===== config.mk =====
export PLATFORM = sky130hd
export DESIGN_NAME = loa_shared_adder_arbiter
export DESIGN_NICKNAME = d
export VERILOG_FILES = /design/src/rtl/loa_shared_adder_arbiter.sv
export SDC_FILE = /design/constraint.sdc
export NUM_CORES = 1
export LEC_CHECK = 0
export CAP_MARGIN = 10
export CORE_MARGIN = 2
export CORE_UTILIZATION = 35
export DETAILED_ROUTE_END_ITERATION = 10
export GPL_TIMING_DRIVEN = 1
export PLACE_DENSITY = 0.68
export SYNTH_ARGS = -nofsm -noshare
export SYNTH_HDL_FRONTEND = slang
export SYNTH_SLANG_ARGS = --single-unit

===== constraint.sdc =====
create_clock -name clk -period 6.3 [get_ports clk]
set_input_delay 1.26 -clock clk [delete_from_list [all_inputs] [get_ports clk]]
set_output_delay 1.26 -clock clk [all_outputs]
set_load 0.01 [all_outputs]

===== src/rtl/loa_shared_adder_arbiter.sv =====
// Round-robin arbiter sharing one Lower-part OR adder (LOA) among NUM_REQ requesters.
// Results are held in a single output slot with valid/ready and tagged with the requester ID.
module loa_shared_adder_arbiter #(
    parameter int BITWIDTH = 8,
    parameter int BORDER   = 2,
    parameter int NUM_REQ  = 4,
    parameter int ID_W     = $clog2(NUM_REQ)
) (
    input  logic                         clk,
    input  logic                         rst,
    input  logic [NUM_REQ-1:0]           req_valid,
    input  logic [NUM_REQ*BITWIDTH-1:0]  req_a,
    input  logic [NUM_REQ*BITWIDTH-1:0]  req_b,
    output logic [NUM_REQ-1:0]           req_ready,
    input  logic                         cfg_approx,
    output logic                         resp_valid,
    input  logic                         resp_ready,
    output logic [BITWIDTH:0]            resp_sum,
    output logic [ID_W-1:0]              resp_id,
    output logic [15:0]                  op_count
);

    logic [ID_W-1:0]     rr_ptr;
    logic [ID_W-1:0]     winner;
    logic                found;
    logic                slot_free;
    logic                accept;
    logic [ID_W:0]       idx;
    logic [BITWIDTH-1:0] a_sel;
    logic [BITWIDTH-1:0] b_sel;

    // Upper part gets the carry generated by the top OR'ed bit pair.
    function automatic logic [BITWIDTH:0] loa_add(input logic [BITWIDTH-1:0] a,
                                                  input logic [BITWIDTH-1:0] b,
                                                  input logic approx);
        logic [BITWIDTH-BORDER:0] hi;
        logic                     carry;
        if (!approx) begin
            return {1'b0, a} + {1'b0, b};
        end
        carry = a[BORDER-1] & b[BORDER-1];
        hi = {1'b0, a[BITWIDTH-1:BORDER]} + {1'b0, b[BITWIDTH-1:BORDER]}
             + {{(BITWIDTH-BORDER){1'b0}}, carry};
        return {hi, a[BORDER-1:0] | b[BORDER-1:0]};
    endfunction

    function automatic logic [15:0] sat_inc(input logic [15:0] c);
        return (c == 16'hFFFF) ? c : c + 16'd1;
    endfunction

    assign slot_free = !resp_valid || resp_ready;

    always_comb begin
        found  = 1'b0;
        winner = '0;
        idx    = '0;
        for (int k = 0; k < NUM_REQ; k++) begin
            idx = {1'b0, rr_ptr} + (ID_W+1)'(k);
            if (idx >= (ID_W+1)'(NUM_REQ)) begin
                idx = idx - (ID_W+1)'(NUM_REQ);
            end
            if (!found && req_valid[idx[ID_W-1:0]]) begin
                found  = 1'b1;
                winner = idx[ID_W-1:0];
            end
        end
    end

    assign accept = found && slot_free && !rst;

    always_comb begin
        req_ready = '0;
        if (accept) begin
            req_ready[winner] = 1'b1;
        end
    end

    assign a_sel = req_a[int'(winner)*BITWIDTH +: BITWIDTH];
    assign b_sel = req_b[int'(winner)*BITWIDTH +: BITWIDTH];

    // Output slot: accept loads (even while draining), drain alone clears valid.
    always_ff @(posedge clk or posedge rst) begin
        if (rst) begin
            resp_valid <= 1'b0;
            resp_sum   <= '0;
            resp_id    <= '0;
            rr_ptr     <= '0;
            op_count   <= '0;
        end else if (accept) begin
            resp_valid <= 1'b1;
            resp_sum   <= loa_add(a_sel, b_sel, cfg_approx);
            resp_id    <= winner;
            rr_ptr     <= (winner == ID_W'(NUM_REQ-1)) ? '0 : winner + ID_W'(1);
            op_count   <= sat_inc(op_count);
        end else if (resp_ready) begin
            resp_valid <= 1'b0;
        end
    end

endmodule


**Word level (Yosys, flattened, before mapping)**

Cells that the tools add are included.

- Register bits: 30
- Bits in latches: 0
- Memory bits (writable): 0
- Memory bits (read-only): 0
- Input port bits: 72
- Memories kept: 0

- $add $sub $neg: 12
- $mul: 0
- Div/mod/pow operators: 0
- Magnitude comparators: 10
- Equal/unequal tests: 2
- Shift operators: 2
- Muxes and demuxes: 30
- Bitwise logic cells: 3
- Reduce and logical (&&, ||, !) cells: 14

Operators with widths:

| operator | number |
|---|---|
| 32-bit by 6-bit variable part select with 8-bit output | 2 |
| 2-bit two-way mux | 9 |
| 9-bit two-way mux | 2 |
| 16-bit by 1-bit adder with 16-bit output (second input constant) | 1 |
| 16-bit == test (second input constant) | 1 |
| 2-bit by 3-bit less-than comparator with 1-bit output (second input constant) | 5 |
| 1-bit two-way mux | 13 |
| 8-bit by 8-bit adder with 9-bit output | 1 |
| 3-bit >= comparator (second input constant) | 3 |
| 1-bit binary-select mux with 2-bit select | 4 |
| 2-bit by 1-bit subtractor with 2-bit output (second input constant) | 4 |
| 6-bit by 6-bit adder with 7-bit output | 1 |
| 7-bit by 1-bit adder with 7-bit output | 1 |
| 2-bit by 2-bit adder with 3-bit output (second input constant) | 2 |
| 1-bit logical AND | 6 |
| 1-bit logical NOT | 5 |
| 4-bit two-way mux | 1 |
| 2-bit by 1-bit adder with 3-bit output (second input constant) | 1 |
| 2-bit by 3-bit >= comparator with 1-bit output (second input constant) | 1 |
| 2-bit by 1-bit adder with 2-bit output (second input constant) | 1 |
| 1-bit demux with 2-bit select | 1 |
| 2-bit == test (second input constant) | 1 |
| 2-bit by 1-bit >= comparator with 1-bit output (second input constant) | 1 |
| 2-bit OR | 1 |
| 5 further kinds | 5 |

**Depth between registers and ports, before layout**

Gate-level depths: netlist (run 1).

- Word-level depth: 19
- Depth in mapped cells: 17

**Worst setup path after synthesis (run 1)**

No wires, ideal clock.

- Path type: input to register
- From: input port req_valid[0]
- To: register resp_sum[6]
- Data arrival time: 3.814 ns
- Required time: 6.217 ns
- Path slack: 2.403 ns
- Cell stages on the path: 17
- Path through: nor2b_2 > a21oi_1 > o221a_2 > buf_6 > clkinv_2 > buf_6 > nand2_1 > a32oi_1 > ha_1 > fa_1 > inv_1 > fa_1 > nor2b_1 > a2111oi_0 > a21oi_1 > xnor2_1 > o21ai_0

- Cells in the longest elaborated chain, start to end: 16
- Elaborated cells on any way between the ends: 32
- Classes of those cells: 3 x add/sub; 2 x shift; 18 x mux; 1 x bitwise; 8 x reduce/logical

RTL lines:

| what | RTL line | text |
|---|---|---|
| from (decl) | 11 | `input logic [NUM_REQ-1:0] req_valid,` |
| 1-bit binary-select mux with 2-bit select | 62 | `if (!found && req_valid[idx[ID_W-1:0]]) begin` |
| 1-bit two-way mux (not written as such) | 62 |  |
| 1-bit two-way mux | 62 |  |
| 1-bit logical NOT | 62 |  |
| 1-bit logical AND | 62 |  |
| 1-bit two-way mux | 62 |  |
| 1-bit logical NOT | 62 |  |
| 1-bit logical AND | 62 |  |
| 1-bit two-way mux | 62 |  |
| 1-bit logical NOT | 62 |  |
| 1-bit logical AND | 62 |  |
| 2-bit two-way mux | 62 |  |
| 32-bit by 6-bit variable part select with 8-bit output, on equally long branches | 78, 79 |  |
| 6-bit by 6-bit adder with 7-bit output (tied with other cells) | 42 | `hi = {1'b0, a[BITWIDTH-1:BORDER]} + {1'b0, b[BITWIDTH-1:BORDER]}` |
| 7-bit by 1-bit adder with 7-bit output / 9-bit two-way mux (equally long branches) | 43, 38 |  |
| 9-bit two-way mux | 41 | `carry = a[BORDER-1] & b[BORDER-1];` |
| to (signal assigned) | 91 | `resp_sum <= loa_add(a_sel, b_sel, cfg_approx);` |
| to (decl) | 18 | `output logic [BITWIDTH:0] resp_sum,` |

Parallel ways exist; a longest one is shown, timed or not. The select of a mux whose other input is x is not followed.
A chain may end at the register's enable or synchronous reset.

**Worst setup path after layout (run 1)**

- From: input port req_valid[0]
- To: output port req_ready[0]

- Cells in the longest elaborated chain, start to end: 17
- Elaborated cells on any way between the ends: 30
- Classes of those cells: 2 x order compare; 19 x mux; 9 x reduce/logical

RTL lines:

| what | RTL line | text |
|---|---|---|
| 1-bit binary-select mux with 2-bit select | 62 |  |
| 1-bit two-way mux (not written as such) | 62 |  |
| 1-bit two-way mux | 62 |  |
| 1-bit logical NOT | 62 |  |
| 1-bit logical AND | 62 |  |
| 1-bit two-way mux | 62 |  |
| 1-bit logical NOT | 62 |  |
| 1-bit logical AND | 62 |  |
| 1-bit two-way mux | 62 |  |
| 1-bit logical NOT | 62 |  |
| 1-bit logical AND | 62 |  |
| 2-bit two-way mux | 62 |  |
| 2-bit by 3-bit less-than comparator with 1-bit output (not written as such) / 2-bit by 1-bit >= comparator with 1-bit output (equally long branches) | 74 | `req_ready[winner] = 1'b1;` |
| 1-bit logical AND (not written as such) | 74 |  |
| 1-bit two-way mux (not written as such) | 74 |  |
| 1-bit demux with 2-bit select | 74 |  |
| 4-bit two-way mux * | 73 | `if (accept) begin` |
| to (decl) | 14 | `output logic [NUM_REQ-1:0] req_ready,` |

Mark *: on every way between the ends. The rest lies on a longest branch, timed or not. The select of a mux whose other input is x is not followed.

==> results of run 1 <==
==> routing by layer <==
metal / share of wire, % / vias to the layer above / global-route usage, % / wire length, µm
li1: - / 1212 / - / -
met1: 45 / 1091 / 21.7 / 2900
met2: 49 / 82 / 30.5 / 3150
met3: 5.3 / 2 / 3.32 / 340
met4: 0.19 / 0 / 3.41 / 12
met5: 0 / - / 0 / 0
==> registers in the layout (all words and copies together), names as in the netlist <==
name        cells
resp_sum        9
op_count       16
rr_ptr          2
resp_id         2
resp_valid      1
==> area by class of cell <==
class | instances | area [µm²] | area share [%]
inverter | 7 | 27.5 | 0.758
clock inverter | 2 | 60.1 | 1.65
clock buffer | 6 | 82.6 | 2.27
tap | 80 | 100 | 2.76
multi-input combinational | 229 | 1560 | 42.9
timing repair buffer | 106 | 1050 | 29.0
sequential | 30 | 751 | 20.7
==> Yosys cell counts, drive strengths merged (7+ instances only) <==
library cell,number
nand3,10
dfrtp,30
o21ai,14
ha,15
nor2b,7
a21oi,24
a32oi,16
nand2,68
xnor2,15
buf,10
nor2,8
==> critical path, delay by kind of cell <==
family | cells | cell delay (ps)
AOI/OAI and AO/OA | 2 | 750
adders and majority gates | 1 | 360
buffers and inverters | 3 | 1510
and+or+nand+nor | 2 | 320
==> path summary, 6_finish.rpt <==
check / from / end / slack (ps)
worst max register to register: rr_ptr[0]$_DFFE_PP0P_ / resp_sum[6]$_DFFE_PP0P_ / 2090
min in group asynchronous: rst / op_count[5]$_DFFE_PP0P_ / 1380
max in group asynchronous: rst / resp_sum[6]$_DFFE_PP0P_ / 4630
worst min-delay path: resp_sum[6]$_DFFE_PP0P_ / resp_sum[6]$_DFFE_PP0P_ / 480
worst min register to register: resp_sum[6]$_DFFE_PP0P_ / resp_sum[6]$_DFFE_PP0P_ / 480
worst max-delay path: req_valid[0] / req_ready[0] / 820
==> metrics by stage <==
stage / power [mW] / hold WS (ps) / area, µm² / util, %
2_1_floorplan: 0.908 / 505 / 2400 / -
3_3_place_gp: 1.18 / 466 / 3490 / 51.9
3_5_place_dp: 1.19 / 472 / 3490 / 51.9
4_1_cts: 1.44 / 485 / 3630 / 54.0
5_1_grt: 1.56 / 499 / 3630 / 54.0
6_report: 1.42 / 484 / 3630 / 54.0
==> kinds of logic (layout without fill, tap and decap cells) <==
logic type	Yosys count	count (layout)
multiplexers	3	3
AND/OR/NAND/NOR	114	114
adder cells (fa/ha/maj)	18	18
AO/OA/AOI/OAI	76	76
buffers and inverters	20	121
flip-flops	30	30
XOR/XNOR	18	18
==> power by group <==
part	total (mW)	switching [mW]	internal, mW	leakage (nW)
registers	0.307	0.0552	0.251	0.381
clock network	0.239	0.0701	0.169	0.0714
logic	0.873	0.450	0.423	1.05
==> run summary, run 1 <==
Crit-path most repeated cell -> clkdlybuf4s50_1
Worst-skew pair later-pin latency -> 280 ps
Setup ws final -> 815 ps
Leakage -> 1.50 nW
DP Worst Slack -> 702 ps
WL per Instance -> 13.9 µm
Avg Cell Area, Syn -> 8.62 µm²
Worst Path Required -> 5040 ps
Final net count -> 469
Initial Util -> 35.8%
First-pass GRT wire length -> 10700 µm
Initial antenna violation count -> 0
Largest family of logic cells by synthesized area -> simple AND/OR/NAND/NOR gates
Antenna Nets Post-Route -> 0
Post-CTS resize count -> 0
Share of cells above drive strength 1 -> 6.84%
Slew Limit Fails -> 0
Die W -> 86.9 µm
Post-route DRC -> 0
Seq/Total Area, Yosys -> 31.2%
Fin Setup TNS -> 0 ps
Hold Path Class -> reg2reg
CORE AREA -> 6720 µm²
Fmax achieved -> 182 MHz
# rows -> 30
FF-to-FF path depth -> 15
Synth area leader -> dfrtp_1
Critical Path, Cell by Cell -> clkdlybuf4s50_1 -> nor2b_2 -> a21oi_1 -> o221a_2 -> clkinv_2 -> ha_1 -> and2_1 -> clkdlybuf4s50_1
Fin crit period -> 5480 ps
Final setup viols -> 0
Tot GR Track Use -> 17.2%
Final cell count without fillers -> 460
Crit path launch type -> primary input
Top FF cell, synth -> dfrtp_1
CTS sink count -> 30
CTS tree -> done
CP max FO -> 36
Hold-fix buffers at CTS -> 0
Post-Syn Instances -> 279
CP max stage cell -> o221a_2
Setup bufs post-CTS -> 0
Ports -> 104
Vias/cell -> 5.19
CP endpoint kind -> primary output
Register bit count reported by yosys -> 30
Worst Tran Pin Value -> 947 ps
Antenna cell count -> 0
Register clock-pin slew on the reported worst setup and hold paths -> 60 ps
Num CTS Buffers -> 5
Detailed Route Iter0 Violations -> 73
Post-Synth Simple-Gate Area -> 24.5%
H-Tree Depth -> 2
Synth-to-Final Area Change -> 51.0%
Gpl congestion -> 0.854
Status -> finished, final reports clean
Post-synth top area share -> 31.2%
DP Wirelength -> 5130 µm
Power per cell area -> 391 nW/µm²
CP peak stage delay -> 640 ps
Xor-xnor portion of the synthesized cell area -> 6.56%
Number of global-route vias before repair -> 2369
Post-synth EDFFs -> 0
Vias -> 2387
Fillers -> 605
Port Buffer Count -> 103
Grt total ovfl -> 0
Clk_skew -> 4.72 ps
Adder-Cell Fraction of Synth Area -> 10.3%
Slew HR -> 36.9%
Critical path class -> in2out
MaxCap Viol Count -> 0
Total wire length -> 6400 µm
Hold Vio Cnt, Final -> 0
Cell Area, Synth -> 2400 µm²
Hold depth -> 2
Ys Warns -> 0
Mux share of post-synthesis cell area -> 1.56%
RSZ-0062 raised after global routing -> no
Async S/R FF share, synth -> 100%
DP Cell Count -> 452
Top cells by area, synth -> dfrtp_1, nand2_1, ha_1, a32oi_1, xnor2_1
Commonest non-fill, non-tap cell in the layout -> clkdlybuf4s50_1
Die ar. -> 7550 µm²
Synth Net Count -> 369
Most frequent cells in the layout -> clkdlybuf4s50_1, nand2_1, dfrtp_1, a21oi_1, a32oi_1
Die Ht -> 86.9 µm
Worst VDD drop -> 0.134 mV
Final Cycle Share -> 87.1%
Synth Area in Compound Gates -> 21.6%
Number of distinct library cells after synthesis -> 47
Pin count of the biggest net entering global routing -> 37
DR pass1 iterations -> 4
Crit path DAT -> 4220 ps
CTS Root Cell -> clkbuf_8
CTS Buffer Depth -> 2
Power figures use the tool's default switching activity.
==> run 2, diff against run 1 <==
GPL_ROUTABILITY_DRIVEN = 0   (was default)
==> run summary, run 2 (synthesized netlist as in run 1, its figures left out) <==
Final Cycle Share -> 76.2% (-11 points)
Util after Layout -> 53.4% (-0.65 points)
Crit path DAT -> 3540 ps (-680 ps)
Fin Setup TNS -> 0 ps (unchanged)
Port Buffer Count -> 103 (unchanged)
Worst Hold End -> resp_sum[4]$_DFFE_PP0P_
Clock power frac -> 11.8% (-5.0 points)
Vias/cell -> 5.31 (+2.3%)
Final net count -> 470 (+0.21%)
RSZ-0062 raised after global routing -> no
# rows -> 30 (unchanged)
DP Wirelength -> 5040 µm (-1.7%)
Vias -> 2447 (+2.5%)
Synth-to-Final Area Change -> 49.2%
DP Cell Count -> 453 (+0.22%)
Pint -> 0.764 mW (-9.3%)
CTS sink count -> 30 (unchanged)
Share of cells above drive strength 1 -> 6.82% (-0.018 points)
Slew HR -> 58.1% (+21 points)
Setup bufs post-CTS -> 0 (unchanged)
Most frequent cells in the layout -> clkdlybuf4s50_1, nand2_1, dfrtp_1, a21oi_1, a32oi_1
Worst VDD drop -> 0.145 mV (+7.8%)
Hold Path Class -> reg2reg
Commonest non-fill, non-tap cell in the layout -> clkdlybuf4s50_1
Clk_skew -> 5.26 ps (+0.538 ps)
CORE AREA -> 6720 µm² (unchanged)
First-pass GRT wire length -> 10600 µm (-0.33%)
Sequential share of power -> 22.8% (+1.2 points)
Reg-to-Reg Start -> rr_ptr[1]$_DFFE_PP0P_
Die Ht -> 86.9 µm (unchanged)
CTS Root Cell -> clkbuf_8
Hold depth -> 2 (unchanged)
CP endpoint kind -> primary output
Power per cell area -> 374 nW/µm² (-4.3%)
MaxCap Viol Count -> 0 (unchanged)
Die W -> 86.9 µm (unchanged)
Hold-fix buffers at CTS -> 0 (unchanged)
Status -> finished, final reports clean
WL per Instance -> 13.8 µm (-0.61%)
Pwr Total -> 1.34 mW (-5.4%)
Grt total ovfl -> 0 (unchanged)
Gate power share -> 65.4% (+3.8 points)
Fillers -> 615 (+1.7%)
Regs by FF count -> op_count (16), resp_sum (9)
CTS Buffer Depth -> 2 (unchanged)
FF-to-FF path depth -> 15 (unchanged)
Max reg flops -> 16 (unchanged)
Hold Vio Cnt, Final -> 0 (unchanged)
Crit path launch type -> primary input
Leakage -> 1.49 nW (-1.2%)
Tot GR Track Use -> 17.3% (+0.14 points)
Total wire length -> 6380 µm (-0.39%)
DR pass1 iterations -> 4 (unchanged)
Fmax achieved -> 208 MHz (+14%)
Switching part of the total power -> 43.0% (+2.4 points)
Number of global-route vias before repair -> 2379 (+0.42%)
Slew Limit Fails -> 0 (unchanged)
Antenna Nets Post-Route -> 0 (unchanged)
Fin crit period -> 4800 ps (-686 ps)
Worst-skew pair later-pin latency -> 280 ps (about the same)
Worst Path Required -> 5040 ps (about the same)
Register clock-pin slew on the reported worst setup and hold paths -> 60 ps (about the same)
Pin count of the biggest net entering global routing -> 43 (+16%)
R2R Setup Slk -> 2750 ps (+660 ps)
Critical path class -> in2out
Initial Util -> 35.8% (unchanged)
Net load switching power -> 0.577 mW (+0.26%)
Antenna cell count -> 0 (unchanged)
Post-CTS resize count -> 0 (unchanged)
FF-to-FF End -> resp_sum[6]$_DFFE_PP0P_
Final setup viols -> 0 (unchanged)
Final cell count without fillers -> 461 (+0.22%)
Ports -> 104 (unchanged)
Worst Tran Pin Value -> 613 ps (-334 ps)
CP max FO -> 25 (-31%)
Post-route DRC -> 0 (unchanged)
CTS tree -> done
H-Tree Depth -> 2 (unchanged)
Hold_sp -> resp_sum[4]$_DFFE_PP0P_
Largest Register -> op_count
Num CTS Buffers -> 5 (unchanged)
Initial antenna violation count -> 0 (unchanged)
Die ar. -> 7550 µm² (unchanged)
Detailed Route Iter0 Violations -> 110 (+51%)
[run 2: changes by cell type in the layout (fill, tap and decap cells not counted), sizes merged]
| cell | before | now |
|---|---|---|
| buf | 3 | 4 |
| clkinv | 1 | 2 |
| bufinv | 2 | 0 |
| clkbuf | 6 | 7 |
[run 2: stage by stage]
step / setup slack (ps) / area [µm²] / hold WS (ps)
floorplan: 2400 / 2400 / 505
global placement: 1550 / 3500 / 463
detailed placement: 1500 / 3500 / 470
CTS: 1490 / 3590 / 483
global route: 1310 / 3590 / 512
finish: 1500 / 3590 / 481
[run 2: routing by layer]
metal	track usage, %	wire length, µm	vias up
li1	-	-	1214
met1	22.1	2810	1127
met2	29.4	3040	96
met3	4.64	427	10
met4	3.84	101	0
met5	0	0	-
[run 2: worst max-delay path: stages]
cell and delay, ps:
clkdlybuf4s50_1 520, nor2b_2 170, a21oi_1 50, o221a_2 280, clkinv_2 140, buf_4 280
ha_1 180, and2_1 120, clkdlybuf4s50_1 530
[run 2: area by class of cell]
class / instances / area [µm²] / share of cell area [%]
inverter: 7 / 27.5 / 0.767
tap: 80 / 100 / 2.79
timing repair buffer: 107 / 1060 / 29.6
multi-input combinational: 229 / 1560 / 43.4
clock inverter: 1 / 5.00 / 0.140
clock buffer: 7 / 86.3 / 2.41
sequential: 30 / 751 / 20.9
[run 2: worst max-delay path by stage]
stage                             from                      end  slack [ps]
after floorplan           req_valid[0]  resp_sum[6]$_DFFE_PP0P_        2400
after global placement    req_valid[0]  resp_sum[8]$_DFFE_PP0P_        1550
after detailed placement  req_valid[0]  resp_sum[8]$_DFFE_PP0P_        1500
after CTS                 req_valid[0]             req_ready[2]        1490
after global routing      req_valid[0]  resp_sum[6]$_DFFE_PP0P_        1310
final                     req_valid[0]             req_ready[2]        1500
[run 2: power groups by stage]
| stage | registers (mW) | logic (mW) | clock network, mW |
|---|---|---|---|
| 4_1_cts | 0.305 | 0.884 | 0.163 |
| 2_1_floorplan | 0.324 | 0.584 | 0 |
| 3_5_place_dp | 0.310 | 0.878 | 0 |
| 3_3_place_gp | 0.306 | 0.867 | 0 |
| 6_report | 0.306 | 0.877 | 0.159 |
| 5_1_grt | 0.316 | 0.986 | 0.171 |
